### config.mk
export PLATFORM = sky130hd
export DESIGN_NAME = regfile_write_arbiter_flat
export DESIGN_NICKNAME = d
export VERILOG_FILES = /design/src/rtl/regfile_pkg.sv /design/src/rtl/regfile_write_arbiter_if.sv /design/src/rtl/rr_picker.sv /design/src/rtl/regfile_write_arbiter.sv /design/src/flat_wrapper.sv
export SDC_FILE = /design/constraint.sdc
export NUM_CORES = 1
export LEC_CHECK = 0
export BUFFER_PORTS_ARGS = -buffer_cell sky130_fd_sc_hd__buf_2
export CORE_ASPECT_RATIO = 1.2
export CORE_MARGIN = 10
export CORE_UTILIZATION = 38
export DETAILED_ROUTE_END_ITERATION = 12
export PLACE_DENSITY = 0.83
export SYNTH_ARGS = -nofsm -noshare
export SYNTH_HDL_FRONTEND = slang
export SYNTH_HIERARCHICAL = 1
export SYNTH_SLANG_ARGS = --single-unit
### constraint.sdc
create_clock -name clk -period 1.4 [get_ports clk]
set_clock_uncertainty 0.05 [all_clocks]
set_input_delay 0.14 -clock clk [delete_from_list [all_inputs] [get_ports clk]]
set_output_delay 0.14 -clock clk [all_outputs]
set_load 0.01 [all_outputs]
### src/rtl/regfile_pkg.sv
// regfile_pkg: shared types and constants for the register-file write path
package regfile_pkg;
  typedef enum logic {CLEAR, RUN} state_t;
  typedef logic [4:0] reg_idx_t;
  localparam reg_idx_t REG_ZERO = 5'd0;
endpackage

### src/rtl/regfile_write_arbiter_if.sv
// regfile_write_arbiter_if: requester handshakes plus the register-file write port
interface regfile_write_arbiter_if import regfile_pkg::*; #(
  parameter int WIDTH = 32,
  parameter int NREQ = 2
);
  logic [NREQ-1:0] req_valid;
  logic [NREQ-1:0] req_ready;
  reg_idx_t [NREQ-1:0] req_location;
  logic [NREQ-1:0][WIDTH-1:0] req_data;
  logic write_enabled;
  reg_idx_t write_location;
  logic [WIDTH-1:0] write_data;
  logic busy;
  modport master (
    output req_valid, req_location, req_data,
    input req_ready, write_enabled, write_location, write_data, busy
  );
  modport slave (
    input req_valid, req_location, req_data,
    output req_ready, write_enabled, write_location, write_data, busy
  );
endinterface

### src/rtl/rr_picker.sv
// rr_picker: round-robin pick; search starts just above ptr and wraps
module rr_picker #(
  parameter int NREQ = 2,
  localparam int PW = $clog2(NREQ)
) (
  input  logic [NREQ-1:0] req,
  input  logic [PW-1:0]   ptr,
  output logic [NREQ-1:0] grant,
  output logic [PW-1:0]   idx,
  output logic            any
);
  logic [PW-1:0] j;
  always_comb begin
    idx = '0;
    j = '0;
    for (int k = NREQ; k >= 1; k--) begin
      j = PW'((int'(ptr) + k) % NREQ);
      idx = req[j] ? j : idx;
    end
    any = |req;
    grant = '0;
    grant[idx] = any;
  end
endmodule

### src/rtl/regfile_write_arbiter.sv
// regfile_write_arbiter: round-robin share of the register-file write port;
// define RF_CLEAR_EN to zero all registers after reset before accepting traffic
module regfile_write_arbiter import regfile_pkg::*; #(
  parameter int WIDTH = 32,
  parameter int SIZE = 32,
  parameter int NREQ = 2
) (
  input logic clk,
  input logic reset,
  regfile_write_arbiter_if.slave bus
);
  localparam int PW = $clog2(NREQ);
  if (SIZE < 1 || SIZE > 32 || NREQ < 2) begin : g_bad_cfg
    $error("regfile_write_arbiter: unsupported SIZE/NREQ");
  end
  logic [PW-1:0] ptr, gidx;
  logic [NREQ-1:0] grant;
  logic any, run, xfer;
  reg_idx_t clr_loc;
  rr_picker #(.NREQ(NREQ)) u_pick (
    .req(bus.req_valid), .ptr(ptr), .grant(grant), .idx(gidx), .any(any)
  );
`ifdef RF_CLEAR_EN
  state_t state, state_d;
  reg_idx_t cnt;
  always_ff @(posedge clk or posedge reset)
    if (reset) begin
      state <= CLEAR;
      cnt <= REG_ZERO;
    end else begin
      state <= state_d;
      cnt <= (state == CLEAR) ? cnt + 5'd1 : REG_ZERO;
    end
  always_comb state_d = (state == CLEAR && cnt == 5'(SIZE - 1)) ? RUN : state;
  assign run = state == RUN;
  assign clr_loc = cnt;
`else
  assign run = 1'b1;
  assign clr_loc = REG_ZERO;
`endif
  assign xfer = run & any;
  assign bus.req_ready = (run && !reset) ? grant : '0;
  assign bus.busy = ~run;
  // x0 transfers are accepted and registered but never enable the write
  always_ff @(posedge clk or posedge reset)
    if (reset) begin
      bus.write_enabled <= 1'b0;
      bus.write_location <= REG_ZERO;
      bus.write_data <= '0;
      ptr <= PW'(NREQ - 1);
    end else if (!run) begin
      bus.write_enabled <= 1'b1;
      bus.write_location <= clr_loc;
      bus.write_data <= '0;
    end else begin
      bus.write_enabled <= xfer && bus.req_location[gidx] != REG_ZERO;
      if (xfer) begin
        bus.write_location <= bus.req_location[gidx];
        bus.write_data <= bus.req_data[gidx];
        ptr <= gidx;
      end
    end
endmodule

### src/flat_wrapper.sv
// flat-port wrapper written by rule: the top's interface ports become plain ports
module regfile_write_arbiter_flat import regfile_pkg::*;
#(
  parameter int WIDTH = 32,
  parameter int SIZE = 32,
  parameter int NREQ = 2
)
  (clk, reset, bus_req_valid, bus_req_location, bus_req_data, bus_req_ready, bus_write_enabled, bus_write_location, bus_write_data, bus_busy);
  regfile_write_arbiter_if #(.WIDTH(WIDTH), .NREQ(NREQ)) bus_i ();
  input logic clk;
  input logic reset;
  input wire logic [$bits(bus_i.req_valid)-1:0] bus_req_valid;
  input wire logic [$bits(bus_i.req_location)-1:0] bus_req_location;
  input wire logic [$bits(bus_i.req_data)-1:0] bus_req_data;
  output wire logic [$bits(bus_i.req_ready)-1:0] bus_req_ready;
  output wire logic [$bits(bus_i.write_enabled)-1:0] bus_write_enabled;
  output wire logic [$bits(bus_i.write_location)-1:0] bus_write_location;
  output wire logic [$bits(bus_i.write_data)-1:0] bus_write_data;
  output wire logic [$bits(bus_i.busy)-1:0] bus_busy;
  assign bus_i.req_valid = bus_req_valid;
  assign bus_i.req_location = bus_req_location;
  assign bus_i.req_data = bus_req_data;
  assign bus_req_ready = bus_i.req_ready;
  assign bus_write_enabled = bus_i.write_enabled;
  assign bus_write_location = bus_i.write_location;
  assign bus_write_data = bus_i.write_data;
  assign bus_busy = bus_i.busy;
  regfile_write_arbiter #(.WIDTH(WIDTH), .SIZE(SIZE), .NREQ(NREQ)) u_core (.clk(clk), .reset(reset), .bus(bus_i));
endmodule
---- Word level (Yosys, flattened, before mapping) ----
Cells that the tools add are included.
storage, ports and cells
  register bits ........................... 39
  bits of input ports ..................... 78
  word-level logic and storage cells ...... 28
cells by class
  $add $sub $neg .......................... 2
  order comparisons ....................... 4
  muxes and demuxes ....................... 13
  bitwise operators ....................... 1
  reduce and logical (&&, ||, !) cells .... 4
operators with widths
  operator                                            number
  two-way mux 32 bit                                  2
  two-way mux 5 bit                                   2
  two-way mux 1 bit                                   7
  < comparator 1 x 2 -> 1 bit, second input constant  3
  nonzero test 5 bit                                  1
  adder 1 bit, second input constant                  2
  bitwise AND 2 bit                                   1
  logical AND 1 bit                                   2
  two-way mux 2 bit                                   1
  OR reduction 2 bit                                  1
  demux 1 bit (select 1 bit)                          1
  >= comparator 1 bit, second input constant          1

---- Logic depth before layout (Yosys ltp) ----
  word-level depth ........................ 11
  gate-level depth with buffers ........... 6
  mapped depth without buffers ............ 4

---- Hierarchy ----
The synthesis kept the hierarchy.
modules (own cells, without submodules)
  module                 times used  cells each  area an instance (um^2)  seq. area each (um^2)
  regfile_write_arbiter  1           176         1854.3                   977.2
  rr_picker              1           5           32.5                     0.0

---- Worst setup path before layout ----
Ideal clock, no wire load.
  path type ............................... register to register
  from .................................... reg u_core.ptr
  to ...................................... reg u_core.bus.write_enabled
  setup time .............................. 119 ps
  arrival time ............................ 1244 ps
  path slack .............................. -12 ps
  cell stages (with the launch flop) ...... 7
  path buffers ............................ 2
  clock period less this slack ............ 1412 ps
  path through ............................ dfstp_2 > a21boi_0 > buf_6 > buf_8 > nor3_2 > a21oi_1 > o21a_1
on the way
  word-level cells in the longest chain between the ends .. 9
  elaborated cells between the ends (all ways) .. 12
  classes of those cells .................. add/sub: 2; mux: 8; reduce/logical: 2
RTL lines
  item                                                      line                            source
  start: declaration                                        regfile_write_arbiter.sv:16     logic [PW-1:0] ptr, gidx;
  start signal: assignment                                  regfile_write_arbiter.sv:50     ptr <= PW'(NREQ - 1);
  start signal: assignment                                  regfile_write_arbiter.sv:60     ptr <= gidx;
  adder 1 bit                                               rr_picker.sv:17                 j = PW'((int'(ptr) + k) % NREQ);
  two-way mux 1 bit (implied by the code) (2 in a row)      rr_picker.sv:18                 idx = req[j] ? j : idx;
  two-way mux 1 bit                                         rr_picker.sv:18
  two-way mux 1 bit (*)                                     rr_picker.sv:18
  via u_core.gidx                                           regfile_write_arbiter.sv:16
  two-way mux 5 bit (implied by the code) (*) (2 in a row)  regfile_write_arbiter.sv:56     bus.write_enabled <= xfer && bus.req_location[gidx] != REG_ZERO;
  nonzero test 5 bit (*)                                    regfile_write_arbiter.sv:56
  logical AND 1 bit (*)                                     regfile_write_arbiter.sv:56
  end signal: assignment                                    regfile_write_arbiter.sv:47     bus.write_enabled <= 1'b0;
  end signal: assignment                                    regfile_write_arbiter.sv:52     bus.write_enabled <= 1'b1;
  end signal: assignment                                    regfile_write_arbiter.sv:56
  end: declaration                                          regfile_write_arbiter_if.sv:20  output req_ready, write_enabled, write_location, write_data, busy
Mark *: on every way through the listed nets, which the timed path passes. The rest lies on a longest branch. The select of a mux whose other input is x is not followed.
A chain may end at the register's enable or synchronous reset.

---- Worst setup path in the final report ----
Same ends and word-level chain as after synthesis.

==> results.json <==
{
  "status": "complete, but fails checks",
  "failed_checks": "setup timing",
  "timing.final.setup_violations": 37,
  "cell_internal_pwr_w": 0.00201,
  "power_density_nw_per_um2": 979,
  "sw_frac_of_total_pct": 28.2,
  "design.die.area_um2": 8200,
  "standby_leakage_power_nw": 1.42,
  "port-buffer-count": 117,
  "grt_max_degree": 49,
  "die_width_um": 84.3,
  "worst_r2r_startpoint": "u_core/ptr",
  "synth_cells": 181,
  "via_to_cell_ratio": 4.77,
  "worst_setup_path_start_kind": "register",
  "grt_pass1_wl_um": 8990,
  "cts-root-to-sink-buffers": 2,
  "globalRoute.busiestLayer": "met2",
  "core-area_um2": 4870,
  "min_path_cells": 3,
  "grt_overflow": 0,
  "min_path_type": "input port to register",
  "via_count": 1768,
  "drv.max_cap_violation_count": 0,
  "postLayoutSetupSlackWorst_ps": -144,
  "ys_seq_elements": 39,
  "antenna_found_initial": 0,
  "timing_worst_setup_path_type": "register to register",
  "first_iter_violations": 61,
  "clock_root_buffer": "clkbuf_8",
  "ant_nets": 0,
  "reg2reg_to": "u_core/bus.write_enabled",
  "vdd.ir_drop.worst_mv": 0.715,
  "layout.cells.most_common": "buf_2",
  "clk-insertion-delay-late_ps": 280,
  "detail_route.wl_per_cell_um": 15.5,
  "startpoint_of_the_lowest_slack_hold_path": "bus_req_data[1]",
  "grtUsageMet3_pct": 6.29,
  "fillerInstances": 404,
  "io_pins": 119,
  "min_period_over_period_pct": 110,
  "ratio_of_cells_with_drive_above_1_in_the_final_layout_pct": 50.2,
  "drv_slew": 0,
  "nets": 388,
  "synth.yosys.seq_area_share_pct": 51.8,
  "layout_common_cells": "buf_2 (117), nor2_1 (39), dfrtp_1 (38)",
  "fin_util_pct": 58.7,
  "p_seq_share_pct": 47.2,
  "regToRegSetupSlack_ps": -140,
  "hold_viol_final": 0,
  "period_minus_slack_ps": 1540,
  "tritoncts_clock_tree": "yes",
  "achievable-frequency_mhz": 648,
  "rsz0062_at_grt": "yes",
  "path_max_fanout": 8,
  "route.final.wire_length_um": 5750,
  "global_route.usage.met2_pct": 22.6,
  "sequence_of_cells_on_the_critical_path": "buf_4 > a21boi_4 > buf_8 > buf_12 > nor4_4 > nor2_1 > o21a_1",
  "timing.hold.worst_endpoint": "u_core/bus.write_data[1]",
  "synthesis_to_layout_area_growth_pct": 51.5,
  "num_rows": 28,
  "path_clk_slew_ps": 70,
  "dieHeight_um": 97.2,
  "cp.arrival_ps": 1660,
  "mappedNetlistArea_um2": 1890,
  "n_antenna_cell": 0,
  "detailed_placement_hpwl_um": 4420,
  "initial_core_util_pct": 38.7,
  "weighted_congestion_reported_at_the_end_of_routability_driven_placement": 0.807,
  "crit_path_end_kind": "register",
  "yosysWarningCount": 6,
  "syn_nets": 259,
  "drc": 0,
  "grt_pass1_vias": 1878,
  "met1_usage_pct": 13.7,
  "required_ps": 1520,
  "clock_power_share_pct": 24.9,
  "ys_types": 21,
  "track_usage_pct": 13.0,
  "power_w": 0.00280,
  "count_of_cells_along_the_worst_register_to_register_path": 7,
  "number_of_iterations_in_the_first_detailed_routing_pass": 4,
  "critPathSlowestCell": "dfstp_2",
  "tritoncts_num_sinks": 39,
  "max_stage_delay_ps": 540,
  "post_synthesis_mean_instance_area_um2": 10.4,
  "p_sw_w": 0.000790,
  "combinational_share_of_power_pct": 27.9,
  "htree_levels": 2,
  "cts_made_buffers": 5
}
cells by family (layout without fill, tap and decap cells):
family	after synthesis	after routing	synth area share (%)
muxes	38	38	20.2
DFF	39	39	51.8
buffers and inverters	16	146	6.03
other	1	1	0.199
AOI/OAI and AO/OA	42	42	11.7
and+or+nand+nor	45	45	10.1
per-layer routing:
metal,wire length [um],part of all wire [%]
met5,0,0
met1,2150,37
met2,3020,52
met3,537,9.3
met4,48,0.83
Yosys cell counts:
library cell / number / area, um^2
dfrtp_1: 38 / 951
a21boi_0: 3 / 22.5
or2_1: 1 / 6.26
nor2_1: 39 / 146
buf_6: 4 / 45.0
nor3_2: 1 / 10.0
buf_1: 1 / 3.75
clkbuf_1: 2 / 7.51
buf_8: 1 / 15.0
nor2b_1: 2 / 12.5
nor4_1: 1 / 6.26
mux2_2: 1 / 11.3
dfstp_2: 1 / 26.3
conb_1: 1 / 3.75
o21a_1: 1 / 7.51
nor4b_1: 1 / 8.76
inv_1: 2 / 7.51
buf_2: 4 / 20.0
a21oi_1: 38 / 190
buf_4: 2 / 15.0
mux2i_1: 37 / 370
registers in the layout (all words and copies together), names as in the netlist:
signal / cells
u_core/bus.write_data: 32
u_core/ptr: 1
u_core/bus.write_enabled: 1
u_core/bus.write_location: 5
what timing repair did:
item                                    4_1_cts  5_1_grt
gates resized for setup                      15       10
hold buffers                                  1        0
pin swaps                                    12        4
setup buffers                                 5        1
endpoints found under the setup margin       18       37
hold endpoints to repair                     38        0
cloned                                        1        1
worst max-delay path by stage:
| stage | startpoint | endpoint | slack (ps) | depth (start not counted) |
|---|---|---|---|---|
| 5_1_grt | u_core/ptr | bus_req_ready[0] | -210 | 5 |
| 4_1_cts | u_core/ptr | bus_req_ready[0] | -140 | 5 |
| 3_5_place_dp | u_core/ptr | u_core/bus.write_enabled | -240 | 6 |
| 3_3_place_gp | u_core/ptr | u_core/bus.write_enabled | -200 | 6 |
| 6_report | u_core/ptr | u_core/bus.write_enabled | -140 | 7 |
| 2_1_floorplan | u_core/ptr | u_core/bus.write_enabled | 20 | 6 |
power by group through the flow:
stage	combinational (W)	sequential, W	clock [W]
final	0.000780	0.00132	0.000697
after global routing	0.000854	0.00134	0.000776
after CTS	0.000749	0.00132	0.000735
after detailed placement	0.000689	0.00134	0
after global placement	0.000671	0.00133	0
after floorplan	0.000296	0.00140	0
final cells by class:
class | instances | area [um^2] | area share, %
Sequential cell | 39 | 977 | 34.2
Tap cell | 60 | 75.1 | 2.63
Clock buffer | 7 | 76.3 | 2.67
Multi-Input combinational cell | 126 | 872 | 30.5
Clock inverter | 1 | 5.00 | 0.175
Timing Repair Buffer | 136 | 846 | 29.6
Inverter | 2 | 7.51 | 0.263
worst max-delay path, delay by kind of cell (launching register included):
kind,cells,cell delay [ps]
AO/OA/AOI/OAI,2,230
buffers and inverters,3,410
AND/OR/NAND/NOR,2,200
flip-flops,1,540
per-stage QoR:
step	cells	worst slack (ps)	hold slack, ps	area, um^2	TNS [ps]
global placement	355	-199	184	2570	-199
CTS	369	-145	91.4	2770	-2420
global route	371	-211	100	2860	-5100
finish	371	-144	102	2860	-2340
floorplan	181	21.4	276	1890	0
detailed placement	355	-238	191	2570	-505
(Power assumes the default switching activity.)
